<file path="config.mk">
export PLATFORM = sky130hd
export DESIGN_NAME = mdu
export DESIGN_NICKNAME = d
export VERILOG_FILES = /design/src/rtl/mdu_pkg.sv /design/src/rtl/mdu_div_step.sv /design/src/rtl/mdu.sv
export SDC_FILE = /design/constraint.sdc
export NUM_CORES = 1
export LEC_CHECK = 0
export BUFFER_PORTS_ARGS = -buffer_cell sky130_fd_sc_hd__buf_4
export CAP_MARGIN = 20
export CORE_MARGIN = 5
export CORE_UTILIZATION = 53
export CTS_CLUSTER_SIZE = 24
export DETAILED_ROUTE_END_ITERATION = 7
export PLACE_DENSITY = 0.72
export REMOVE_ABC_BUFFERS = 1
export SYNTH_ARGS = -nofsm -noshare
export SYNTH_HDL_FRONTEND = slang
export SYNTH_SLANG_ARGS = --single-unit
</file>
<file path="constraint.sdc">
create_clock -name clk -period 7.65 [get_ports clk]
set_clock_uncertainty 0.1 [all_clocks]
set_input_delay 2.295 -clock clk [delete_from_list [all_inputs] [get_ports clk]]
set_output_delay 2.295 -clock clk [all_outputs]
set_load 0.02 [all_outputs]
</file>
<file path="src/rtl/mdu_pkg.sv">
`default_nettype none
// +-------------------------------------------------------------------+
// | mdu_pkg : op and state encodings for the multiply/divide unit      |
// | Rev 1.0                                                           |
// +-------------------------------------------------------------------+
package mdu_pkg;

  typedef enum logic [1:0] {
    MDU_MULT  = 2'b00,
    MDU_MULTU = 2'b01,
    MDU_DIV   = 2'b10,
    MDU_DIVU  = 2'b11
  } mdu_op_e;

  typedef enum logic [1:0] {
    ST_IDLE = 2'b00,
    ST_CALC = 2'b01,
    ST_DONE = 2'b10
  } mdu_state_e;

  function automatic logic op_is_div(input mdu_op_e op);
    return (op == MDU_DIV) || (op == MDU_DIVU);
  endfunction

  function automatic logic op_is_signed(input mdu_op_e op);
    return (op == MDU_MULT) || (op == MDU_DIV);
  endfunction

endpackage
`default_nettype wire

</file>
<file path="src/rtl/mdu_div_step.sv">
`default_nettype none
// +-------------------------------------------------------------------+
// | mdu_div_step : one combinational restoring-divide iteration       |
// | Rev 1.0                                                           |
// +-------------------------------------------------------------------+
module mdu_div_step #(
  parameter int WIDTH = 32
) (
  input  logic [WIDTH-1:0] i_rem,
  input  logic             i_dvd_bit,
  input  logic [WIDTH-1:0] i_divisor,
  output logic [WIDTH-1:0] o_rem,
  output logic             o_q_bit
);

  logic [WIDTH:0] w_shift;
  logic [WIDTH:0] w_diff;

  // Partial remainder is always below the divisor, so a successful
  // subtract leaves the top bit clear and a borrow always sets it.
  always_comb begin
    w_shift = {i_rem, i_dvd_bit};
    w_diff  = w_shift - {1'b0, i_divisor};
    o_q_bit = ~w_diff[WIDTH];
    o_rem   = o_q_bit ? w_diff[WIDTH-1:0] : w_shift[WIDTH-1:0];
  end

endmodule
`default_nettype wire

</file>
<file path="src/rtl/mdu.sv">
`default_nettype none
// +-------------------------------------------------------------------+
// | mdu : multi-cycle MULT/MULTU/DIV/DIVU unit feeding HI/LO          |
// | Rev 1.0                                                           |
// +-------------------------------------------------------------------+
module mdu
  import mdu_pkg::*;
#(
  parameter int WIDTH = 32
) (
  input  logic             clk,
  input  logic             rst,
  input  logic             start,
  input  logic [1:0]       op,
  input  logic [WIDTH-1:0] src_a,
  input  logic [WIDTH-1:0] src_b,
  input  logic             cancel,
  output logic             busy,
  output logic             hi_we,
  output logic             lo_we,
  output logic [WIDTH-1:0] hi_data,
  output logic [WIDTH-1:0] lo_data
);

  localparam int c_CNT_W = $clog2(WIDTH);

  mdu_state_e           r_state;
  mdu_state_e           w_state_next;
  mdu_op_e              r_op;
  mdu_op_e              w_op_in;
  logic [c_CNT_W-1:0]   r_cnt;
  logic [2*WIDTH-1:0]   r_acc;
  logic [WIDTH-1:0]     r_opnd;
  logic                 r_neg_lo;
  logic                 r_neg_hi;
  logic [WIDTH-1:0]     r_hi;
  logic [WIDTH-1:0]     r_lo;

  logic                 w_accept;
  logic                 w_last;
  logic                 w_a_neg;
  logic                 w_b_neg;
  logic [WIDTH-1:0]     w_a_mag;
  logic [WIDTH-1:0]     w_b_mag;
  logic [WIDTH:0]       w_sum;
  logic [2*WIDTH-1:0]   w_mul_next;
  logic [2*WIDTH-1:0]   w_div_next;
  logic [2*WIDTH-1:0]   w_acc_next;
  logic [WIDTH-1:0]     w_step_rem;
  logic                 w_step_q;
  logic [WIDTH-1:0]     w_div_hi;
  logic [WIDTH-1:0]     w_div_lo;
  logic [2*WIDTH-1:0]   w_prod;
  logic [2*WIDTH-1:0]   w_result;

  assign w_op_in  = mdu_op_e'(op);
  assign w_accept = (r_state == ST_IDLE) && start && !cancel;
  assign w_last   = (r_cnt == c_CNT_W'(WIDTH - 1));

  assign w_a_neg  = op_is_signed(w_op_in) && src_a[WIDTH-1];
  assign w_b_neg  = op_is_signed(w_op_in) && src_b[WIDTH-1];
  assign w_a_mag  = w_a_neg ? -src_a : src_a;
  assign w_b_mag  = w_b_neg ? -src_b : src_b;

  // Multiply: accumulator high half gathers the product, low half shifts
  // the multiplier out one bit per cycle.
  assign w_sum      = {1'b0, r_acc[2*WIDTH-1:WIDTH]} + {1'b0, r_opnd};
  assign w_mul_next = r_acc[0] ? {w_sum, r_acc[WIDTH-1:1]}
                               : {1'b0, r_acc[2*WIDTH-1:1]};

  mdu_div_step #(.WIDTH(WIDTH)) u_div_step (
    .i_rem     (r_acc[2*WIDTH-1:WIDTH]),
    .i_dvd_bit (r_acc[WIDTH-1]),
    .i_divisor (r_opnd),
    .o_rem     (w_step_rem),
    .o_q_bit   (w_step_q)
  );

  assign w_div_next = {w_step_rem, r_acc[WIDTH-2:0], w_step_q};
  assign w_acc_next = op_is_div(r_op) ? w_div_next : w_mul_next;

  // A zero divisor already yields remainder = |a| (fixed back to a) and an
  // all-ones quotient; only the quotient sign fix-up must be skipped.
  assign w_div_hi = r_neg_hi ? -w_acc_next[2*WIDTH-1:WIDTH] : w_acc_next[2*WIDTH-1:WIDTH];
  assign w_div_lo = (r_opnd == '0) ? '1
                  : (r_neg_lo ? -w_acc_next[WIDTH-1:0] : w_acc_next[WIDTH-1:0]);
  assign w_prod   = r_neg_lo ? -w_acc_next : w_acc_next;
  assign w_result = op_is_div(r_op) ? {w_div_hi, w_div_lo} : w_prod;

  always_ff @(posedge clk or negedge rst) begin
    if (!rst) r_state <= ST_IDLE;
    else      r_state <= w_state_next;
  end

  always_comb begin
    w_state_next = r_state;
    if (cancel) begin
      w_state_next = ST_IDLE;
    end else begin
      case (r_state)
        ST_IDLE: if (start)  w_state_next = ST_CALC;
        ST_CALC: if (w_last) w_state_next = ST_DONE;
        ST_DONE: w_state_next = ST_IDLE;
        default: w_state_next = ST_IDLE;
      endcase
    end
  end

  always_ff @(posedge clk or negedge rst) begin
    if (!rst) begin
      r_op     <= MDU_MULT;
      r_cnt    <= '0;
      r_acc    <= '0;
      r_opnd   <= '0;
      r_neg_lo <= 1'b0;
      r_neg_hi <= 1'b0;
      r_hi     <= '0;
      r_lo     <= '0;
    end else if (w_accept) begin
      r_op     <= w_op_in;
      r_cnt    <= '0;
      r_acc    <= op_is_div(w_op_in) ? {{WIDTH{1'b0}}, w_a_mag} : {{WIDTH{1'b0}}, w_b_mag};
      r_opnd   <= op_is_div(w_op_in) ? w_b_mag : w_a_mag;
      r_neg_lo <= w_a_neg ^ w_b_neg;
      r_neg_hi <= w_a_neg;
    end else if ((r_state == ST_CALC) && !cancel) begin
      r_acc <= w_acc_next;
      r_cnt <= r_cnt + 1'b1;
      if (w_last) begin
        r_hi <= w_result[2*WIDTH-1:WIDTH];
        r_lo <= w_result[WIDTH-1:0];
      end
    end
  end

  assign busy    = (r_state != ST_IDLE);
  assign hi_we   = (r_state == ST_DONE) && !cancel;
  assign lo_we   = hi_we;
  assign hi_data = r_hi;
  assign lo_data = r_lo;

endmodule
`default_nettype wire

</file>
# Yosys cells after proc, flatten, opt, wreduce, memory -nomap -nowiden
# Cells that the tools add are included.
[totals] reg_bits=171 inputBits=70
[op_classes] n_addsub=8 n_eq_ne=9 muxes=20 bitwise=3 reduce_logical=17
[ops] op="$mux W64" n=6
[ops] op="$mux W32" n=8
[ops] op="$neg A32 Y32" n=4
[ops] op="$neg A64 Y64" n=1
[ops] op="$add A32 B32 Y33" n=1
[ops] op="$sub A33 B32 Y33" n=1
[ops] op="$logic_not A32 Y1" n=1
[ops] op="$eq A2 B2 Y1 const B" n=5
[ops] op="$mux W5" n=2
[ops] op="$logic_and A1 B1 Y1" n=6
[ops] op="$mux W2" n=3
[ops] op="$ne A3 B3 Y1 const B" n=2
[ops] op="$add A5 B1 Y5 const B" n=1
[ops] op="$eq A5 B5 Y1 const B" n=1
[ops] op="$logic_not A2 Y1" n=2
[ops] op="$pmux W2 S2" n=1
[ops] op="$reduce_bool A2 Y1" n=2
[ops] op="$logic_or A1 B1 Y1" n=3
[ops] op="$reduce_and A3 Y1" n=1
[ops] op="$eq A2 B1 Y1 const B" n=1
[ops] op="$not A1 Y1" n=2
[ops] op="$reduce_and A2 Y1" n=1
[ops] op="$logic_not A1 Y1" n=1
[ops] op="$xor A1 B1 Y1" n=1

# Depth between registers and ports, before layout
[logic_depth] depth_word=7 depth_mapped=26 depth_no_buf=23

# Hierarchy
# Synthesis repeated with hierarchy kept, for this count alone.
[hier_totals] cells_unflattened=1963 area_unflattened_um2=15331.0
[modules_own_cells] mod="mdu" n_inst=1 cells_each=1658 area_each_um2=12972.4
[modules_own_cells] mod="mdu_div_step" n_inst=1 cells_each=305 area_each_um2=2358.5

# Worst setup path before layout
# No wires, ideal clock.
[synth_path] path_type="input -> output" from="input cancel" to="output lo_we" arrival_ps=3136 required_ps=5255 slack_ps=2119 stages=2 path_buffers=1 cell_sequence="nor3b_1 -> buf_4"
[synth_between] elab_chain_cells=2
[synth_rtl] item="start, declared" line="mdu.sv:17" source="input logic cancel,"
[synth_rtl] item="$logic_not A1 Y1" line="mdu.sv:137" source="assign hi_we = (r_state == ST_DONE) && !cancel;"
[synth_rtl] item="$logic_and A1 B1 Y1" line="mdu.sv:137"
[synth_rtl] item="end, declared" line="mdu.sv:20" source="output logic lo_we,"
# Every way passes these cells.

# Worst setup path in the final report
[layout_path] from="register r_opnd[0]" to="register r_hi[20] (netlist: hi_data[20])"
[layout_between] elab_chain_cells=6 elab_cells_between_ends=11 cone_classes="add/sub (4); mux (6); bitwise (1)"
[layout_rtl] item="start, declared" line="mdu.sv:33" source="logic [WIDTH-1:0] r_opnd;"
[layout_rtl] item="start signal, assigned" line="mdu.sv:123" source="r_opnd <= op_is_div(w_op_in) ? w_b_mag : w_a_mag;"
[layout_rtl] item="$sub A33 B32 Y33 / $add A32 B32 Y33 (equally long branches)" line="mdu_div_step.sv:23, mdu.sv:67"
[layout_rtl] item="$mux W32, or another cell as far along" line="mdu_div_step.sv:25" source="o_rem = o_q_bit ? w_diff[WIDTH-1:0] : w_shift[WIDTH-1:0];"
[layout_rtl] item="$mux W64 (*)" line="mdu.sv:80" source="assign w_acc_next = op_is_div(r_op) ? w_div_next : w_mul_next;"
[layout_rtl] item="$neg A64 Y64 / $neg A32 Y32 (equally long branches)" line="mdu.sv:87, mdu.sv:84"
[layout_rtl] item="$mux W64 / $mux W32 (equally long branches)" line="mdu.sv:87, mdu.sv:84"
[layout_rtl] item="$mux W64 (*)" line="mdu.sv:88" source="assign w_result = op_is_div(r_op) ? {w_div_hi, w_div_lo} : w_prod;"
[layout_rtl] item="end signal, assigned" line="mdu.sv:130" source="r_hi <= w_result[2*WIDTH-1:WIDTH];"
[layout_rtl] item="end, declared" line="mdu.sv:36" source="logic [WIDTH-1:0] r_hi;"
# Every way passes the cells marked *; elsewhere a longest branch is shown, timed or not.
# A chain may end at the register's enable or synchronous reset.

==> metrics.md <==
| Metric | Value |
|---|---|
| Outcome | `completed` |
| Antenna Cells | `0` |
| Final hold vios | `0` |
| HP Class | `reg -> reg` |
| Dominant cell type by area after synthesis | `dfrtp_1` |
| Sequential share of the synthesized area | `27.5%` |
| Max_slew headroom | `26.3%` |
| Row count | `62` |
| Die Y | `181 um` |
| CP endpoint kind | `flip-flop` |
| DP Worst Slack | `1.32 ns` |
| Unique masters post-synth | `97` |
| Synth Register Bits | `170` |
| CTS sink count | `170` |
| Multi-input gate area | `0.0105 mm2` |
| Post-route design area | `0.0173 mm2` |
| Final WL | `53500 um` |
| GPL Wtd Cong | `0.954` |
| Cells after synthesis | `2014` |
| Critical Path AT | `6.61 ns` |
| Combinational share of power | `65.3%` |
| Largest net degree at the start of global routing | `98` |
| Post-cts resize count | `0` |
| Post-synth EDFFs | `0` |
| Min Hold Slack | `0.378 ns` |
| Final layout net count | `2227` |
| Final Power | `6.50 mW` |
| VDD IR-drop max | `0.173 mV` |
| Leakage Power | `7.56 nW` |
| Startpoint Class | `flip-flop` |
| Setup total negative slack | `0 ns` |
| Final period utilization | `83.8%` |
| Final antenna-violating net count | `0` |
| Initial antenna violation count | `1` |
| Congestion Overflow GR | `0` |
| Final setup margin | `1.24 ns` |
| Vias/cell | `6.35` |
| TritonCTS buffer count | `17` |
| Reg2Reg Depth | `21` |
| Hold buffers post-CTS | `0` |
| Buffers on Ports | `136` |
| RSZ-0062 raised after global routing | `no` |
| Hold Crit Depth | `2` |
| Initial Util | `53.7%` |
| Clk pwr share | `13.9%` |
| Switching pwr | `3.38 mW` |
| Die width | `181 um` |
| Skew-Pair Late Insertion Delay | `0.44 ns` |
| Postcts setup bufs | `0` |
| Share of the synthesized area in the top cell type | `27.5%` |
| Drt first pass iters | `6` |
| Fin util | `60.1%` |
| Required time worst endpoint | `7.85 ns` |
| P_int | `3.12 mW` |
| H-tree depth | `4` |
| Fill count | `2706` |
| Most area-consuming cells after synthesis | `dfrtp_1 28%, o21ai_0 7.1%, a21oi_1 6.1%` |
| Tmin final | `6.41 ns` |
| DRC | `0` |
| Synth Warn # | `0` |
| Maxcap violations | `0` |
| DR vias | `15800` |
| R2r setup slk | `1.24 ns` |
| GR Util All Layers | `31.9%` |
| Slew at the pin closest to its max-slew limit | `1.10 ns` |
| Cell Area, Synth | `0.0155 mm2` |
| Crit Path Class | `reg -> reg` |
| I/O pin count | `137` |
| Global-route wire length before repair | `84100 um` |
| Switching share of power | `52.0%` |
| Core box area | `0.0288 mm2` |
| Clock root cell | `clkbuf_16` |
| DP Area | `0.0167 mm2` |
| HPWL Detailed | `40800 um` |
| Maximum clock frequency | `156 MHz` |
| Crit path max fanout | `9` |
| Final setup vio count | `0` |
| Dpl cells | `2450` |
| Layout cells sized above 1 | `12.1%` |
| Number of global-route vias before repair | `15000` |
| Initial drt markers | `1532` |
| Routed wire per std cell | `21.5 um` |
| Syn Area/Cell | `7.67 um2` |
| Sequential Power Share | `20.9%` |
| Async SR Flop Fraction | `100%` |
| Clock transition at path regs | `0.07 ns` |
| Dominant synthesized flop cell | `dfrtp_1` |
| Pwr Density | `376 mW/mm2` |
| Finished Layout Cells | `2482` |
| FF+latch area | `0.00426 mm2` |
| CTS tree | `done` |
| Synth-to-layout area growth | `11.9%` |
| Fin. max-slew vios | `0` |
| CTS max path bufs | `2` |
| Die ar. | `0.0327 mm2` |
## power groups by stage
stage / registers, mW / clock network [mW] / logic, mW
2_1_floorplan: 1.28 / 0 / 2.97
3_3_place_gp: 1.34 / 0 / 4.11
3_5_place_dp: 1.36 / 0 / 4.11
4_1_cts: 1.34 / 0.910 / 4.14
5_1_grt: 1.37 / 0.945 / 4.61
6_report: 1.36 / 0.901 / 4.24
## per-layer routing
| metal | vias up | part of all wire, % | GRT usage, % |
|---|---|---|---|
| met2 | 710 | 44 | 49.9 |
| li1 | 7434 | - | - |
| met5 | - | 0 | 0 |
| met3 | 122 | 7.6 | 4.87 |
| met1 | 7485 | 44 | 45.0 |
| met4 | 0 | 3.6 | 11.5 |
## critical path, cell delays in order (launching register included)
cell,delay (ns)
dfrtp_1,0.52
ha_1,0.22
inv_1,0.05
fa_1,0.42
a211o_1,0.31
a21boi_2,0.29
a211oi_2,0.16
o21ai_4,0.26
a31oi_4,0.15
a22oi_1,0.35
ha_1,0.26
o211ai_1,0.12
or4_1,0.51
inv_1,0.08
nand2_1,0.11
or3_1,0.50
or3_1,0.51
or2_1,0.43
and2_0,0.33
o31ai_1,0.33
xor2_1,0.18
o21ai_1,0.07
## cell usage after synthesis (all sizes together) (14+ instances only)
cell	number
nor2	180
nand2b	18
a21oi	192
mux2i	48
ha	70
o31ai	14
nand4	20
xor2	69
nor3	53
nor4	27
a22o	19
a211oi	24
dfrtp	170
o21ai	230
and3	20
clkbuf	81
nand3	37
inv	68
a21o	26
nand2	247
nor2b	21
o211ai	56
buf	27
a31oi	26
or3	14
and2	14
xnor2	93
## cell usage in the layout (no fill, tap or decap), drive strengths merged, types with 19 or more instances in the layout
cell type and count:
nor4 27, nor2 180, clkbuf 19, o211ai 56
nor2b 21, a21o 26, o21ai 230, a21oi 192
xnor2 93, buf 160, inv 72, nand4 20
ha 70, dfrtp 170, and3 20, a31oi 26
mux2i 48, a22o 19, a211oi 24, xor2 69
nand2 247, nand3 37, nor3 53
## sequential cells by signal, indices dropped and copies added (netlist names)
register and count:
hi_data 32, lo_data 32, r_acc 64, r_cnt 5, r_neg_hi 1, r_neg_lo 1, r_op 1, r_opnd 32
r_state 2
## logic make-up (layout without fill, tap and decap cells)
family | after synthesis | in the layout | share of synthesized area, %
mux | 54 | 54 | 3.55
fa+ha+maj | 72 | 72 | 5.93
flops | 170 | 170 | 27.5
buf+inv | 178 | 262 | 4.66
xor+xnor | 162 | 162 | 9.18
simple gates | 690 | 690 | 21.3
compound gates | 688 | 688 | 27.9
## final cells by class
type | count | share of cell area (%)
clock inverter | 13 | 0.818
clock buffer | 19 | 2.56
multi-input combinational | 1666 | 60.7
tap | 384 | 2.78
sequential | 170 | 24.6
inverter | 70 | 1.52
timing repair buffer | 160 | 6.97
## path summary, 6_finish.rpt
path	from	end
hold / removal	hi_data[29]	hi_data[29]
setup / recovery	r_opnd[0]	hi_data[20]
max in group asynchronous	rst	r_op[1]
hold reg to reg	hi_data[29]	hi_data[29]
setup reg to reg	r_opnd[0]	hi_data[20]
min in group asynchronous	rst	r_acc[36]
Note: power is estimated with default switching activity, not from simulation.
